## src/rtl/ifetch_unit.sv

```systemverilog
// Instruction-fetch stage: PC -> imem req/ready handshake -> small {pc,inst} FIFO for decode.
// Optional feature macro IFETCH_ALIGN_CHECK_EN turns misaligned PCs into flagged zero entries.
module ifetch_unit #(
    parameter int ADDR_W     = 32,
    parameter int DATA_W     = 32,
    parameter int FIFO_DEPTH = 2
) (
    input  logic              clk,
    input  logic              reset,
    input  logic [ADDR_W-1:0] pc,
    input  logic              flush,
    output logic              fetch_adv,
    output logic              imem_req,
    output logic [ADDR_W-1:0] imem_addr,
    input  logic              imem_ready,
    input  logic [DATA_W-1:0] imem_rdata,
    output logic              inst_valid,
    input  logic              inst_ready,
    output logic [DATA_W-1:0] inst_out,
    output logic [ADDR_W-1:0] inst_pc,
    output logic              inst_misalign
);

    localparam int PTR_W = $clog2(FIFO_DEPTH);
    localparam int CNT_W = PTR_W + 1;
    localparam logic [CNT_W-1:0] FULL_CNT = CNT_W'(FIFO_DEPTH);
    localparam logic [CNT_W-1:0] LAST_CNT = CNT_W'(FIFO_DEPTH - 1);

    typedef enum logic [1:0] {
        IDLE = 2'd0,
        REQ  = 2'd1,
        FULL = 2'd2
    } state_t;

    state_t             state, state_nxt;
    logic [PTR_W-1:0]   rd_ptr, wr_ptr;
    logic [CNT_W-1:0]   count;
    logic               mis_fetch;
    logic               push;
    logic               pop;
    logic [DATA_W-1:0]  push_inst;

    logic [DATA_W-1:0]  inst_mem [FIFO_DEPTH];
    logic [ADDR_W-1:0]  pc_mem   [FIFO_DEPTH];

`ifdef IFETCH_ALIGN_CHECK_EN
    logic               mis_mem  [FIFO_DEPTH];

    // A misaligned PC completes without touching memory.
    assign mis_fetch     = (state == REQ) && (pc[1:0] != 2'b00);
    assign imem_addr     = pc;
    assign inst_misalign = inst_valid && mis_mem[rd_ptr];

    always_ff @(posedge clk) begin
        if (push)
            mis_mem[wr_ptr] <= mis_fetch;
    end
`else
    assign mis_fetch     = 1'b0;
    assign imem_addr     = {pc[ADDR_W-1:2], 2'b00};
    assign inst_misalign = 1'b0;
`endif

    assign inst_valid = (count != '0);
    assign pop        = inst_valid && inst_ready;
    assign fetch_adv  = push;
    assign push_inst  = mis_fetch ? '0 : imem_rdata;
    assign inst_out   = inst_valid ? inst_mem[rd_ptr] : '0;
    assign inst_pc    = inst_valid ? pc_mem[rd_ptr]   : '0;

    always_comb begin
        state_nxt = state;
        imem_req  = 1'b0;
        push      = 1'b0;
        case (state)
            IDLE: state_nxt = REQ;
            REQ: begin
                imem_req = !mis_fetch;
                push     = (imem_req && imem_ready) || mis_fetch;
                if (push && (count == LAST_CNT) && !pop)
                    state_nxt = FULL;
            end
            FULL: begin
                if (pop)
                    state_nxt = REQ;
            end
            default: state_nxt = IDLE;
        endcase
        // Redirect wins over everything, including a same-cycle memory ack.
        if (flush) begin
            push      = 1'b0;
            state_nxt = IDLE;
        end
    end

    always_ff @(posedge clk or posedge reset) begin
        if (reset) begin
            state  <= IDLE;
            count  <= '0;
            rd_ptr <= '0;
            wr_ptr <= '0;
        end else begin
            state <= state_nxt;
            if (flush) begin
                count  <= '0;
                rd_ptr <= '0;
                wr_ptr <= '0;
            end else begin
                count <= count + {{PTR_W{1'b0}}, push} - {{PTR_W{1'b0}}, pop};
                if (push)
                    wr_ptr <= wr_ptr + 1'b1;
                if (pop)
                    rd_ptr <= rd_ptr + 1'b1;
            end
        end
    end

    always_ff @(posedge clk) begin
        if (push) begin
            inst_mem[wr_ptr] <= push_inst;
            pc_mem[wr_ptr]   <= pc;
        end
    end

`ifndef SYNTHESIS
    always_ff @(posedge clk) begin
        if (!reset) begin
            assert (!(pop && (count == '0)));
            assert (!(push && (count == FULL_CNT)));
        end
    end
`endif

endmodule

```

## config.mk

```make
export PLATFORM = sky130hd
export DESIGN_NAME = ifetch_unit
export DESIGN_NICKNAME = d
export VERILOG_FILES = /design/src/rtl/ifetch_unit.sv
export SDC_FILE = /design/constraint.sdc
export NUM_CORES = 1
export LEC_CHECK = 0
export ABC_AREA = 0
export BUFFER_PORTS_ARGS = -buffer_cell sky130_fd_sc_hd__buf_2
export CELL_PAD_IN_SITES_DETAIL_PLACEMENT = 1
export CELL_PAD_IN_SITES_GLOBAL_PLACEMENT = 1
export CORE_UTILIZATION = 37
export DETAILED_ROUTE_END_ITERATION = 10
export PLACE_DENSITY_LB_ADDON = 0.1
export SLEW_MARGIN = 0
export SYNTH_ARGS = -nofsm -noshare
export SYNTH_HDL_FRONTEND = slang
export SYNTH_SLANG_ARGS = --single-unit
```

## constraint.sdc

```tcl
create_clock -name clk -period 5.9 [get_ports clk]
set_input_delay 1.18 -clock clk [delete_from_list [all_inputs] [get_ports clk]]
set_output_delay 1.18 -clock clk [all_outputs]
set_load 0.01 [all_outputs]
```

==> results of run 1 <==
state kept, by name (all words and copies together) (netlist names):
signal / count
inst_mem: 64
pc_mem: 64
count: 2
state: 2
rd_ptr: 1
wr_ptr: 1
stage by stage:
| step | hold WS [ns] | setup slack [ns] | util |
|---|---|---|---|
| floorplan | 0.4941 | 1.563 | - |
| CTS | 0.5738 | 2.298 | 0.4608 |
| detailed placement | 0.5627 | 2.747 | 0.4261 |
| global placement | 0.5140 | 2.769 | 0.4261 |
| global route | 0.6044 | 2.207 | 0.4608 |
| finish | 0.5629 | 2.376 | 0.4608 |
layer usage:
| layer | up-vias | share of wire | GRT usage | wire length [um] |
|---|---|---|---|---|
| li1 | 1474 | - | - | - |
| met1 | 1535 | 0.43 | 0.1717 | 4709 |
| met2 | 109 | 0.49 | 0.2465 | 5453 |
| met3 | 16 | 0.062 | 0.04659 | 679 |
| met4 | 0 | 0.016 | 0.08283 | 175 |
| met5 | - | 0 | 0 | 0 |
worst paths after layout:
| check | start | to | slack [ns] | depth (start not counted) |
|---|---|---|---|---|
| worst max register to register | state[1]$_DFFE_PP0P_ | pc_mem[1][10]$_DFFE_PP_ | 3.77 | 3 |
| min in group asynchronous | reset | count[0]$_DFF_PP0_ | 0.69 | 2 |
| worst max-delay path | rd_ptr$_DFFE_PP0P_ | inst_pc[5] | 2.38 | 4 |
| worst min-delay path | state[1]$_DFFE_PP0P_ | state[1]$_DFFE_PP0P_ | 0.56 | 1 |
| max in group asynchronous | reset | rd_ptr$_DFFE_PP0P_ | 4.97 | 2 |
| worst min register to register | state[1]$_DFFE_PP0P_ | state[1]$_DFFE_PP0P_ | 0.56 | 1 |
logic make-up after synthesis:
| family | synth area share |
|---|---|
| DFF | 0.7306 |
| buffers and inverters | 0.07805 |
| muxes | 0.1172 |
| other | 0.0006860 |
| xor gates and xnor gates | 0.004807 |
| adders and majority gates | 0.004577 |
| and+or+nand+nor | 0.06020 |
| AOI/OAI and AO/OA | 0.003891 |
power by group through the flow:
stage,Combinational (W),Sequential (W),Clock (W)
after floorplan,0.000686,0.00113,0
after global placement,0.000929,0.00117,0
after detailed placement,0.000936,0.00118,0
after CTS,0.000940,0.00116,0.000943
after global routing,0.00101,0.00116,0.000976
final,0.000911,0.00116,0.000914
critical path: stages (launching register included):
cell and delay [ns]:
dfrtp_4 0.72, buf_4 0.69, mux2i_1 0.28, nor2_1 0.07
buf_2 0.15
area by class of cell:
cell class	instances	area, sq um	area share
Timing Repair Buffer	168	848.3	0.1272
Tap cell	184	230.2	0.03451
Multi-Input combinational cell	156	1075	0.1611
Inverter	5	18.77	0.002813
Clock inverter	8	61.31	0.009190
Sequential cell	134	3998	0.5992
Clock buffer	21	440.4	0.06602
cell usage in the layout (no fill, tap or decap), types with 2 or more instances in the layout:
cell type	n
clkbuf_16	17
clkinv_2	4
nor2_1	70
ha_1	2
inv_1	4
buf_4	3
buf_2	165
xor2_1	3
dfrtp_1	5
nor3_1	2
edfxtp_1	128
clkbuf_1	4
mux2i_1	64
clkinv_1	3
nor2b_1	2
conb_1	3
==> summary.txt, run 1 <==
STA
  – Min Clock Period, post-route: approximately 3.5 ns
  – Tightest Pin Transition: slightly above 0.9 ns
  – Final setup TNS: 0 ns
  – RSZ-0062 raised after global routing: no
  – Fin crit share: 0.5974
  – F_max: around 0.28 GHz
  – Slew margin rel.: 0.3820
  – Clock Skew: a little under 0.006 ns
  – Final setup viols: 0
  – Final Hold Vio Count: 0
  – Final Max Tran Viols: 0

Synth
  – Post-synthesis cell count: about 340
  – Top cell type's share of synthesized area: 0.7031
  – Synth unique cells: 23
  – Sequential fraction of the synthesis area: 0.7306
  – Synth Register Bits: 134
  – Post-Synthesis Cell Area: roughly 5500 sq um
  – Synth warnings: 0
  – Post-synth EDFFs: between 100 and 150
  – Synth area leader: edfxtp_1
  – Ys async rst share: 0.04478
  – Synth top cells by count: edfxtp_1, nor2_1, mux2i_1
  – Count leader, synth: edfxtp_1
  – Ys flop type: edfxtp_1
  – Synth area leaders: edfxtp_1, mux2i_1, nor2_1
  – Avg Inst Size Synth: 16.03 sq um

Clock tree
  – # Post-CTS Setup Buffers: 0
  – Clk_lat worst skew: around 0.41 ns
  – Clock transition at the registers of the reported paths: ~0.05 ns
  – CTS Sinks: between 100 and 150
  – Hold buffers post-CTS: 0
  – Clk root buf: clkbuf_16
  – Post-cts resize count: 0
  – CTS buffer count: 17
  – H-Tree Depth: 4
  – Deepest clock path buffer count: 2
  – CTS tree: built

Power
  – P_int: a little over 0.002 W
  – Reg power frac: 0.388
  – Switch Pwr: 0.0009548 W
  – Sw Share: 0.3203
  – Max VDD drop: approximately 0.19 mV
  – Final Power: roughly 0.0030 W
  – Power Dens Cells: 446.8 nW/um^2
  – Leakage power: about 2.6 nW
  – Combinational Power Share: 0.306
  – Clock power frac: 0.307

Placed design
  – Placed Cells incl. Taps: roughly 650
  – IO Port Bufs: approximately 170
  – Routability Congestion: between 0.6 and 0.7
  – Placed Area: 6170 sq um
  – Hpwl dp: around 7000 um

GRT
  – Grt total ovfl: 0
  – Vias in the first global route: 3108
  – Initial antenna violation count: 1
  – First-pass GRT wire length: 16170 um
  – Largest net degree at the start of global routing: 65
  – All-Layer GR Usage: 0.1491

Route
  – DRC viols: 0
  – Post-Route WL: between 10000 and 15000 um
  – Routed wire length per instance: about 16 um
  – Number of vias per cell: roughly 4.6
  – Iteration-0 DRC Markers: 107
  – Final antenna-violating net count: 0
  – DRT Pass-1 Iters: 4
  – Via Count: around 3100

Critical path
  – Setup crit end kind: output pin
  – Critical Path RT: approximately 4.7 ns
  – Top fanout value on the critical path: 40
  – Kind of critical path: flip-flop to output pin
  – Kind of start point of the critical path: flip-flop
  – Worst path arrival time: approximately 2.3 ns

Die
  – Rows: 44
  – Die H: approximately 120 um
  – Area of the core: roughly 14000 sq um
  – Die area: between 15000 and 20000 sq um
  – Starting Density: 0.3775
  – Die X: ~120 um
  – Top-Level Pins: ~170

Cells and area
  – P&R area growth vs syn: 22.04%
  – # nets final: 553
  – Fillers: approximately 1500
  – Non-filler cells, final: around 680
  – Finished Cell Area: between 6000 and 7000 sq um
  – Layout cells sized above 1: 0.3963
  – # diodes: 0

Outcome
  – Status: complete, no violations

Run
  – Max-cap viol count: 0

Hold path
  – Min-Delay Path Class: flip-flop to flip-flop
Power figures use the tool's default switching activity.
==> inputs of run 2 (changes only) <==
- clock period: 5.9 -> 3.01 ns (I/O delays scaled with it)
==> summary.txt, run 2 (synthesized netlist as in run 1, its figures left out) <==
GRT
  – Largest net degree at the start of global routing: 42
  – First-pass GRT wire length: 16660 um
  – Vias in the first global route: 3203
  – Grt total ovfl: 0
  – All-Layer GR Usage: 0.1538
  – Initial antenna violation count: 0

Die
  – Area of the core: about 14000 sq um
  – Rows: 44
  – Die area: ~15000 sq um
  – Die H: 123.6 um
  – Die X: around 120 um
  – Starting Density: 0.3775
  – Top-Level Pins: between 150 and 200

Clock tree
  – Post-cts resize count: 0
  – Clk root buf: clkbuf_16
  – H-Tree Depth: 4
  – # Post-CTS Setup Buffers: 0
  – Clk_lat worst skew: roughly 0.41 ns
  – CTS tree: built
  – Hold buffers post-CTS: 0
  – CTS Sinks: approximately 130
  – CTS buffer count: 17
  – Clock transition at the registers of the reported paths: 0.06 ns
  – Deepest clock path buffer count: 2

STA
  – Final Hold Vio Count: 0
  – Tightest Pin Transition: between 0.5 and 0.6 ns
  – Slew margin rel.: 0.6087
  – F_max: between 0.3 and 0.4 GHz
  – Hold WS: 0.1058 ns
  – Clock Skew: roughly 0.0076 ns
  – Min Clock Period, post-route: 2.507 ns
  – Fin crit share: 0.8329
  – Final setup viols: 0
  – Final Max Tran Viols: 0
  – RSZ-0062 raised after global routing: no

Route
  – DRC viols: 0
  – Iteration-0 DRC Markers: between 150 and 200
  – Final antenna-violating net count: 0
  – DRT Pass-1 Iters: 4
  – Routed wire length per instance: ~16 um
  – Number of vias per cell: between 4 and 5
  – Post-Route WL: around 11000 um
  – Via Count: roughly 3200

Power
  – Final Power: between 0.006 and 0.007 W
  – Power Dens Cells: roughly 900 nW/um^2
  – Max VDD drop: 0.4422 mV
  – Leakage power: 2.699 nW

Cells and area
  – Most common cell after layout, fill and taps aside: buf_2
  – Fillers: ~1500
  – Layout cells sized above 1: 0.4152
  – Multi-input combinational cell area: 1075 sq um
  – P&R area growth vs syn: 25.11%
  – Commonest cells after routing, fill and taps aside: buf_2, edfxtp_1, nor2_1
  – # diodes: 0
  – # nets final: about 560
  – Storage cell area: 3998 sq um
  – Biggest regs: inst_mem x64, pc_mem x64

Outcome
  – Status: complete, no violations

Critical path
  – Crit-path cells: buf_12 -> mux2i_1 -> nor2_1 -> buf_2
  – Slowest library cell on the worst path: dfrtp_4
  – CP peak stage delay: ~0.7 ns
  – Setup crit end kind: output pin
  – Kind of critical path: flip-flop to output pin
  – Top fanout value on the critical path: 25
  – Worst path arrival time: 1.90 ns
  – Critical Path RT: between 2 and 2.5 ns
  – Kind of start point of the critical path: flip-flop

Placed design
  – Hpwl dp: about 7300 um
  – Routability Congestion: roughly 0.75
  – IO Port Bufs: between 150 and 200

Hold path
  – Min-Delay Path Class: input pin to asynchronous set/reset pin

Run
  – Max-cap viol count: 0
[run 2: changes by cell type in the layout (fill, tap and decap cells not counted), sizes merged]
cell	previous run	this run
buf	168	174
clkbuf	21	18
clkinvlp	0	3
clkinv	7	6
bufinv	1	3
inv	5	7
[run 2: stage by stage]
step	std cells	TNS [ns]	util	worst slack, ns	instance area (sq um)
finish	685	0	0.4723	0.5030	6839
global route	685	0	0.4723	0.4004	6839
CTS	685	0	0.4723	0.4313	6839
detailed placement	653	0	0.4318	0.8267	6252
global placement	653	0	0.4318	0.8508	6252
floorplan	343	-1.144	-	-0.01788	5485
[run 2: worst max-delay path: cells and delay by family (launching register included)]
| kind | cells | cell delay, ns |
|---|---|---|
| buf+inv | 2 | 0.42 |
| flops | 1 | 0.70 |
| mux | 1 | 0.30 |
| simple gates | 1 | 0.07 |
[run 2: worst paths after layout]
check	slack (ns)	depth (start not counted)	startpoint	endpoint
max	0.50	4	rd_ptr$_DFFE_PP0P_	inst_pc[5]
min	0.11	2	reset	count[1]$_DFF_PP0_
max reg2reg	1.04	4	state[1]$_DFFE_PP0P_	pc_mem[1][18]$_DFFE_PP_
min reg2reg	0.55	1	state[1]$_DFFE_PP0P_	state[1]$_DFFE_PP0P_
max in group asynchronous	2.68	2	reset	rd_ptr$_DFFE_PP0P_
min in group clk	0.38	1	imem_rdata[29]	inst_mem[1][29]$_DFFE_PP_
[run 2: layer usage]
layer	vias up	part of all wire	GRT usage	routed length, um
met5	-	0	0	0
met4	0	0.018	0.07681	196
met3	16	0.063	0.04566	691
met2	120	0.50	0.2545	5509
met1	1549	0.42	0.1819	4579
li1	1489	-	-	-
[run 2: final cells by class]
type / count / share of cell area
Sequential cell: 134 / 0.5845
Multi-Input combinational cell: 156 / 0.1572
Timing Repair Buffer: 174 / 0.1361
Clock buffer: 18 / 0.06275
Tap cell: 184 / 0.03366
Clock inverter: 14 / 0.02305
Inverter: 5 / 0.002744
[run 2: power by group]
part	internal, W	total [W]	switching, W
sequential	0.00215	0.00226	0.000113
clock	0.00129	0.00204	0.000746
combinational	0.000789	0.00187	0.00108
